File: config.mk
export PLATFORM = sky130hd
export DESIGN_NAME = rst_seq
export DESIGN_NICKNAME = d
export VERILOG_FILES = /design/src/rtl/rst_seq.sv
export SDC_FILE = /design/constraint.sdc
export NUM_CORES = 1
export LEC_CHECK = 0
export CAP_MARGIN = 5
export CORE_MARGIN = 3
export CORE_UTILIZATION = 40
export CTS_CLUSTER_SIZE = 20
export DETAILED_ROUTE_END_ITERATION = 7
export PLACE_DENSITY = 0.71
export SYNTH_ARGS = -nofsm -noshare
export SYNTH_HDL_FRONTEND = slang
export SYNTH_SLANG_ARGS = --single-unit
File: constraint.sdc
create_clock -name clk_i -period 1.8 [get_ports clk_i]
set_input_delay 0.36 -clock clk_i [delete_from_list [all_inputs] [get_ports clk_i]]
set_output_delay 0.36 -clock clk_i [all_outputs]
set_load 0.02 [all_outputs]
File: src/rtl/rst_seq.sv
// Reset sequencer: holds N active-low reset outputs asserted for HOLD cycles
// after reset, then releases them in ascending index order with GAP cycles
// between releases. A soft-reset request re-runs the whole sequence.
`timescale 1ns/1ps

module rst_seq #(
  parameter int N    = 4,
  parameter int HOLD = 16,
  parameter int GAP  = 8
) (
  input  logic         clk_i,
  input  logic         rst_i,
  input  logic         req_i,
  output logic [N-1:0] rst_n_o,
  output logic         busy_o,
  output logic         done_o
);

  // Counter is sized for the longer of the two intervals so it never wraps.
  localparam int MAXHG = (HOLD > GAP) ? HOLD : GAP;
  localparam int CW    = $clog2(MAXHG + 1);
  localparam int IW    = $clog2(N + 1);

  typedef enum logic [1:0] {
    ST_ASSERT  = 2'd0,
    ST_RELEASE = 2'd1,
    ST_RUN     = 2'd2
  } state_t;

  state_t          state_reg, state_next;
  logic [CW-1:0]   cnt_reg, cnt_next;
  logic [IW-1:0]   idx_reg, idx_next;
  logic [N-1:0]    rst_n_reg, rst_n_next;
  logic            busy_reg, busy_next;
  logic            done_reg, done_next;

  // One-hot select of the domain addressed by idx; avoids a variable-width
  // part select on rst_n.
  logic [N-1:0]    rel_sel;

  genvar gi;
  generate
    for (gi = 0; gi < N; gi++) begin : g_sel
      assign rel_sel[gi] = (idx_reg == IW'(gi));
    end
  endgenerate

  // State register with asynchronous reset to the fully-asserted condition.
  always_ff @(posedge clk_i or posedge rst_i) begin
    if (rst_i) begin
      state_reg <= ST_ASSERT;
      cnt_reg   <= '0;
      idx_reg   <= '0;
      rst_n_reg <= '0;
      busy_reg  <= 1'b1;
      done_reg  <= 1'b0;
    end else begin
      state_reg <= state_next;
      cnt_reg   <= cnt_next;
      idx_reg   <= idx_next;
      rst_n_reg <= rst_n_next;
      busy_reg  <= busy_next;
      done_reg  <= done_next;
    end
  end

  // Next-state logic; a soft-reset request overrides any release or done event.
  always_comb begin
    state_next = state_reg;
    cnt_next   = cnt_reg;
    idx_next   = idx_reg;
    rst_n_next = rst_n_reg;
    busy_next  = busy_reg;
    done_next  = 1'b0;

    if (req_i) begin
      state_next = ST_ASSERT;
      cnt_next   = '0;
      idx_next   = '0;
      rst_n_next = '0;
      busy_next  = 1'b1;
    end else begin
      case (state_reg)
        ST_ASSERT: begin
          if (cnt_reg == CW'(HOLD - 1)) begin
            rst_n_next[0] = 1'b1;
            cnt_next      = '0;
            idx_next      = IW'(1);
            if (N == 1) begin
              state_next = ST_RUN;
              busy_next  = 1'b0;
              done_next  = 1'b1;
            end else begin
              state_next = ST_RELEASE;
            end
          end else begin
            cnt_next = cnt_reg + CW'(1);
          end
        end
        ST_RELEASE: begin
          if (cnt_reg == CW'(GAP - 1)) begin
            rst_n_next = rst_n_reg | rel_sel;
            idx_next   = idx_reg + IW'(1);
            cnt_next   = '0;
            if (idx_reg == IW'(N - 1)) begin
              state_next = ST_RUN;
              busy_next  = 1'b0;
              done_next  = 1'b1;
            end
          end else begin
            cnt_next = cnt_reg + CW'(1);
          end
        end
        ST_RUN: begin
          // All outputs hold; done drops after its single pulse cycle.
        end
        default: begin
          state_next = ST_ASSERT;
          cnt_next   = '0;
          idx_next   = '0;
          rst_n_next = '0;
          busy_next  = 1'b1;
        end
      endcase
    end
  end

  assign rst_n_o = rst_n_reg;
  assign busy_o  = busy_reg;
  assign done_o  = done_reg;

endmodule

Word level (Yosys, flattened, before mapping) --
Index checks and enable logic that the tools add are counted.
Cells by class: add/subtract/negate cells 2, eq/ne operators 12, multiplexer cells 26, bitwise gates (word level) 1, reductions and logical operators 7
Operators with widths (count):
- 5-bit two-way mux | 3
- 5-bit one-hot mux with 3 select lines | 1
- 3-bit two-way mux | 3
- 3-bit inequality test, second input constant | 3
- 3-bit one-hot mux with 3 select lines | 1
- 1-bit two-way mux | 8
- 2-bit two-way mux | 4
- 4-bit two-way mux | 2
- 3-bit by 2-bit == test with 1-bit output, second input constant | 2
- 2-bit one-hot mux with 3 select lines | 1
- 3-bit one-hot mux with 2 select lines | 1
- 3-bit AND reduction | 2
- 5-bit by 1-bit adder with 5-bit output, second input constant | 1
- 5-bit by 3-bit == test with 1-bit output, second input constant | 1
- 5-bit by 4-bit == test with 1-bit output, second input constant | 1
- 4-bit OR | 1
- 4-bit AND reduction | 1
- 3-bit by 1-bit adder with 3-bit output, second input constant | 1
- 3-bit by 1-bit == test with 1-bit output, second input constant | 1
- 3-bit zero test | 1
- 1-bit one-hot mux with 3 select lines | 1
- 2-bit by 1-bit == test with 1-bit output, second input constant | 1
- 2-bit == test, second input constant | 1
- 2-bit zero test | 1
- 5 further kinds | 5
Word-level totals: register bits after elaboration 16, bits of input ports 3, output and inout port bits 6, word-level logic and storage cells 55

Logic depth before layout (Yosys ltp) --
Gate-level depths: netlist of the first run.
word-level depth 5, gate-level depth with buffers 7

Worst setup path before layout of the first run --
No wires, ideal clock.
path type register -> register, from register cnt_reg[0], to register cnt_reg[2], arrival time 1596 ps, data required time 1706 ps, slack 110 ps, cell stages (with the launch flop) 8, path through dfrtp_1 ha_1 nand3_1 inv_1 ha_1 nor2b_1 a211o_1 a211oi_1
Between the ends: longest elaborated chain between the ends 4, elaborated cells on any way between the ends 7, those cells by class add/sub: 1; eq/ne: 2; mux: 4
Ends and longest elaborated chain:
- start, declared | line 31 | logic [CW-1:0] cnt_reg, cnt_next;
- start signal, assigned | line 59 | cnt_reg <= cnt_next;
- 5-bit by 1-bit adder with 5-bit output (tied with other cells) | line 97, 111
- 5-bit two-way mux (on tied branches) | line 101, 85
- 5-bit one-hot mux with 3 select lines * | line 83 | case (state_reg)
- 5-bit two-way mux * | line 76 | if (req_i) begin
Every way passes the cells marked *; elsewhere a longest branch is shown, timed or not. A chain may end at the register's enable or synchronous reset.

Final worst setup path of the first run --
Same ends and word-level chain as after synthesis.

==> metrics.txt, run 1 <==
Syn Std Cell Area=943 um^2; Synth area leader=dfrtp_1; setup tns final=0 ns; crit-path cells=ha_1 -> nand3_1 -> inv_1 -> ha_1 -> nor2b_1 -> a211o_1 -> a211oi_1; fmax=590 MHz; Area contributors post-synth=dfrtp_1, ha_1, a22o_1; Mapped Cells=85; DP Worst Slack=0.101 ns; largest net degree at the start of global routing=12; Levels on crit path=7; Port Buffers=8; critical path class=reg2reg; clk sinks=16; cell count of the worst reg-to-reg path=7; Synth Net Count=96; via-per-instance ratio=5.20; EDFF count, synth=0; layout cells sized above 1=21.8%; vias in the first global route=712; TritonCTS clock tree=yes; VDD IR max=0.373 mV; Layout Skew=0.00110 ns; via count=666; register area=402 um^2; worst hold-check path type=in2async; Crit. Startpoint=cnt_reg[0]$_DFFE_PP0P_; WP buf/inv=1; unrepaired setup endpoints after global routing=false; Core ar.=0.00210 mm^2; most frequent cell after synthesis=dfrtp_1; routed wire length=1.74 mm; Area after DPL=0.00109 mm^2; Yosys warnings=0; die area=0.00298 mm^2; register area share after synthesis=42.6%; clock-pin slew on the worst setup and hold paths=0.10 ns; most used cell, CP=ha_1; Worst-Skew Late Latency=0.29 ns; Synth Area per Inst=11.1 um^2; CP max stage cell=dfrtp_1; Final Critical Period=1.70 ns; die width=54.6 um; Final Hold Fails=0; CP max stage delay=0.40 ns; initial antenna violation count=0; Core Rows=16; leak pwr=0.508 nW; fin crit share=94.2%; Pins Over Slew Limit=0; Post-CTS Setup Repair Bufs=0; worst rel slew slack=73.7%; post-DP HPWL=1.35 mm; Hold Buf Count CTS=0; Slew @ Worst Pin=0.394 ns; RD Place Congestion=0.795; fin worst setup slack=0.104 ns; Critical Path AT=1.91 ns; Clock Path Buffers=2; CP startpoint kind=register; first-pass GRT wire length=3.26 mm; Tot Pwr=709 uW; GRT Util Overall=15.3%; max reg flops=5; asr flop ratio synth=100%; Die Y=54.6 um; Root Driver=clkbuf_4; max cap viols=0; Finished Cell Area=0.00112 mm^2; routed len/inst=13.6 um; WP data required=2.01 ns; final setup vio count=0; critical path capture point type=register; status=complete, no violations; unique cell type count in the Yosys netlist=38; total I/O pin count=9; H-Tree Depth=1; power per cell area=633 mW/mm^2; Iter 0 DRT Violations=5; Synth top area share=39.8%; fill count=187; Area Growth Syn to Fin=18.8%; #FFs+latches synth=16; ys flop type=dfrtp_1; Worst R2R Start=cnt_reg[0]$_DFFE_PP0P_; number of routed nets with antenna violations=0; n_diodes=0; nets=113; final core utilization=53.3%; Crit Path Max Fanout=3; Crit path max-delay family=compound AO/OA/AOI/OAI gates; 1st-pass router iterations=4; area of the multi-input gates=488 um^2; CTS buffer count=3; commonest cells in the netlist=dfrtp_1, ha_1, inv_1, nor2_1, a22o_1; DRC=0; Initial Utilization=44.9%; total gr overflow=0
==> repair_timing <==
item	4_1_cts	5_1_grt
hold endpoints to repair	0	0
setup endpoints to repair	1	0
resized for setup	1	0
==> layout by cell type (no fill, tap or decap), drive strengths merged <==
cell | synthesis | routed
a2111oi | 1 | 1
a211o | 1 | 1
a211oi | 3 | 3
a21o | 1 | 1
a21oi | 2 | 2
a22o | 5 | 5
a22oi | 1 | 1
and3 | 1 | 1
and4bb | 1 | 1
buf | 3 | 7
clkbuf | 0 | 4
clkdlybuf4s50 | 0 | 7
dfrtp | 15 | 15
dfstp | 1 | 1
dlygate4sd2 | 0 | 1
ha | 8 | 8
inv | 8 | 8
mux2 | 1 | 1
mux2i | 1 | 1
nand2 | 1 | 1
nand2b | 1 | 1
nand3 | 4 | 4
nand4bb | 1 | 1
nor2 | 7 | 7
nor2b | 4 | 4
nor3 | 3 | 3
nor3b | 1 | 1
o21a | 1 | 1
o21ai | 2 | 2
o22ai | 2 | 2
o31ai | 1 | 1
o32ai | 1 | 1
or2 | 1 | 1
or3b | 1 | 1
xnor2 | 1 | 1
==> path summary, 6_finish.rpt <==
check                                               to  slack [ns]
worst max register to register  cnt_reg[2]$_DFFE_PP0P_        0.10
worst min register to register      busy_o$_DFFE_PP1P_        0.48
worst max-delay path            cnt_reg[2]$_DFFE_PP0P_        0.10
min in group clk_i                  busy_o$_DFFE_PP1P_        0.48
worst min-delay path                  done_o$_DFF_PP0_        0.31
max in group asynchronous       cnt_reg[4]$_DFFE_PP0P_        1.06
==> cells by family (layout without fill, tap and decap cells) <==
| group | count (synthesis) | count (layout) | synth area share (%) |
|---|---|---|---|
| compound gates | 21 | 21 | 20.2 |
| xor+xnor | 1 | 1 | 0.929 |
| fa+ha+maj | 8 | 8 | 10.6 |
| buf+inv | 11 | 27 | 5.70 |
| flops | 16 | 16 | 42.6 |
| mux | 2 | 2 | 2.25 |
| simple gates | 26 | 26 | 17.8 |
==> power breakdown <==
part           switching (mW)  leakage, nW  internal (mW)  total (mW)
registers              0.0119        0.215          0.371       0.382
clock network           0.123       0.0210          0.123       0.246
logic                  0.0416        0.271         0.0387      0.0802
==> stage by stage <==
stage          cells  hold slack, ns
3_3_place_gp     124           0.463
5_1_grt          128           0.315
3_5_place_dp     124           0.470
6_report         128           0.307
4_1_cts          128           0.306
2_1_floorplan     85           0.273
==> metal layers <==
layer	up-vias	track usage (%)	share of wire, %
li1	338	-	-
met1	320	20.1	52
met3	2	3.27	2.3
met2	6	23.7	44
met5	-	0	0
met4	0	7.47	1.6
==> layout make-up <==
type                            instances  area share (%)
Inverter                                8            2.68
Sequential cell                        16            35.8
Timing Repair Buffer                   15            11.7
Clock buffer                            4            3.24
Tap cell                               27            3.01
Multi-Input combinational cell         58            43.5
(Power assumes the default switching activity.)
==> inputs of run 2 (changes only) <==
--- a/config.mk
+++ b/config.mk
@@ -8,9 +8,11 @@
 export CAP_MARGIN = 5
 export CORE_MARGIN = 3
 export CORE_UTILIZATION = 40
+export CTS_CLUSTER_DIAMETER = 100
 export CTS_CLUSTER_SIZE = 20
 export DETAILED_ROUTE_END_ITERATION = 7
 export PLACE_DENSITY = 0.71
+export SETUP_SLACK_MARGIN = 0.15
 export SYNTH_ARGS = -nofsm -noshare
 export SYNTH_HDL_FRONTEND = slang
 export SYNTH_SLANG_ARGS = --single-unit
==> run 2 against run 1 <==
Clock skew increased by 0.0050 ns. Sequential power about the same. Wire length increased by 18%. Critical endpoint is now idx_reg[1]$_DFFE_PP0P_. Largest cell class unchanged.
==> metrics.txt, run 2 (synthesis gave the netlist of run 1 again) <==
status=complete, no violations; critical path class=reg2reg; DP Worst Slack=0.0470 ns (-0.0536 ns); Slew @ Worst Pin=0.641 ns (+0.247 ns); post-route insts no fill=128 (unchanged); power per cell area=614 mW/mm^2 (-2.9%); routed len/inst=16.0 um (+18%); clk sinks=16 (unchanged); max cap viols=0 (unchanged); critical path capture point type=register; routed wire length=2.05 mm (+18%); Final Critical Period=1.61 ns (-0.0840 ns); via count=691 (+3.8%); via-per-instance ratio=5.40 (+3.8%); final core utilization=56.3% (+3.0 points); most frequent cells in the layout=dfrtp_1, buf_4, nor2_1, inv_1, ha_1; post-DP HPWL=1.32 mm (-2.5%); Critical Path AT=1.85 ns (-0.06 ns); setup tns final=0 ns (unchanged); crit-path cells=ha_4 -> nand3_4 -> inv_2 -> ha_4 -> nor2b_4 -> o32ai_4 -> a22o_1; max reg flops=5 (unchanged); first-pass GRT wire length=3.26 mm (-0.21%); Worst-Skew Late Latency=0.30 ns (about the same); fin worst setup slack=0.188 ns (+0.0840 ns); CP max stage delay=0.43 ns (+0.03 ns); Root Driver=clkbuf_4; Pins Over Slew Limit=0 (unchanged); RD Place Congestion=0.800 (+0.62%); Port Buffers=8 (unchanged); Clock Path Buffers=2 (unchanged); most used cell, CP=ha_4; Area after DPL=0.00106 mm^2 (-2.5%); largest net degree at the start of global routing=17 (+5); H-Tree Depth=1 (unchanged); clock-pin slew on the worst setup and hold paths=0.11 ns (about the same); nets=113 (unchanged); CP max stage cell=dfrtp_1; Layout Skew=0.00611 ns (+0.00501 ns); total I/O pin count=9 (unchanged); DRC=0 (unchanged); fin crit share=89.5% (-4.7 points); Crit. Startpoint=cnt_reg[0]$_DFFE_PP0P_; 1st-pass router iterations=4 (unchanged); n_diodes=0 (unchanged); Finished Cell Area=0.00118 mm^2 (+5.6%); CTS buffer count=3 (unchanged); CP startpoint kind=register; worst rel slew slack=57.2% (-17 points); WP data required=2.04 ns (+0.03 ns); total gr overflow=0 (unchanged); Worst R2R Start=cnt_reg[0]$_DFFE_PP0P_; WP buf/inv=1 (unchanged); Final Hold Fails=0 (unchanged); initial antenna violation count=0 (unchanged); fill count=171 (-8.6%); VDD IR max=0.346 mV (-7.2%); Core ar.=0.00210 mm^2 (unchanged); die width=54.6 um (unchanged); leak pwr=0.574 nW (+13%); unrepaired setup endpoints after global routing=false; Area Growth Syn to Fin=25.5%; Crit path max-delay family=compound AO/OA/AOI/OAI gates; Iter 0 DRT Violations=9 (+4); cell count of the worst reg-to-reg path=7 (unchanged); GRT Util Overall=16.2% (+0.83 points); R2R Setup Slk=0.19 ns (+0.08 ns); most common cell after layout, fill and taps aside=dfrtp_1; fmax=620 MHz (+5.2%); Crit Path Max Fanout=3 (unchanged); Core Rows=16 (unchanged); TritonCTS clock tree=yes; Initial Utilization=44.9% (unchanged); Die Y=54.6 um (unchanged); layout cells sized above 1=28.7% (+6.9 points); placed cell count=120 (-3.2%); vias in the first global route=670 (-5.9%); number of routed nets with antenna violations=0 (unchanged); final setup vio count=0 (unchanged); worst hold-check path type=in2async; Worst R2R End=idx_reg[1]$_DFFE_PP0P_; die area=0.00298 mm^2 (unchanged)
[run 2: timing repair]
action / in CTS / in global routing
gates cloned: 0 / 0
setup buffers: 2 / 2
endpoints found under the setup margin: 6 / 11
hold endpoints to repair: 0 / 0
pin swaps: 2 / 5
gates resized for setup: 3 / 12
hold buffers: 0 / 0
[run 2: worst max path at each step]
| stage | end | cells past startpoint |
|---|---|---|
| 6_report | idx_reg[1]$_DFFE_PP0P_ | 7 |
| 5_1_grt | idx_reg[1]$_DFFE_PP0P_ | 7 |
| 4_1_cts | idx_reg[1]$_DFFE_PP0P_ | 7 |
| 3_5_place_dp | cnt_reg[2]$_DFFE_PP0P_ | 7 |
| 3_3_place_gp | idx_reg[1]$_DFFE_PP0P_ | 4 |
| 2_1_floorplan | cnt_reg[2]$_DFFE_PP0P_ | 7 |
[run 2: power breakdown]
part / switching [mW] / internal (mW) / total [mW]
logic: 0.0462 / 0.0439 / 0.0901
clock network: 0.129 / 0.123 / 0.253
registers: 0.0137 / 0.371 / 0.384
total: 0.189 / 0.538 / 0.727
[run 2: per-stage QoR]
step | power (mW) | hold WS, ns
after floorplan | 0.438 | 0.273
after global placement | 0.463 | 0.463
after detailed placement | 0.465 | 0.460
after CTS | 0.720 | 0.447
after global routing | 0.764 | 0.490
final | 0.727 | 0.435
[run 2: layout make-up]
| cell class | instances | area, um^2 | share of cell area, % |
|---|---|---|---|
| sequential | 16 | 402 | 33.9 |
| clock buffer | 4 | 36.3 | 3.07 |
| multi-input combinational | 58 | 541 | 45.7 |
| inverter | 8 | 30.0 | 2.54 |
| timing repair buffer | 15 | 141 | 11.9 |
| tap | 27 | 33.8 | 2.85 |
[run 2: routing by layer]
metal	GRT usage [%]	wire, um	share of wire [%]	vias up
li1	-	-	-	339
met1	20.5	965	47	339
met2	24.5	993	48	9
met5	0	0	0	-
met3	3.27	36	1.8	4
met4	10.8	54	2.6	0
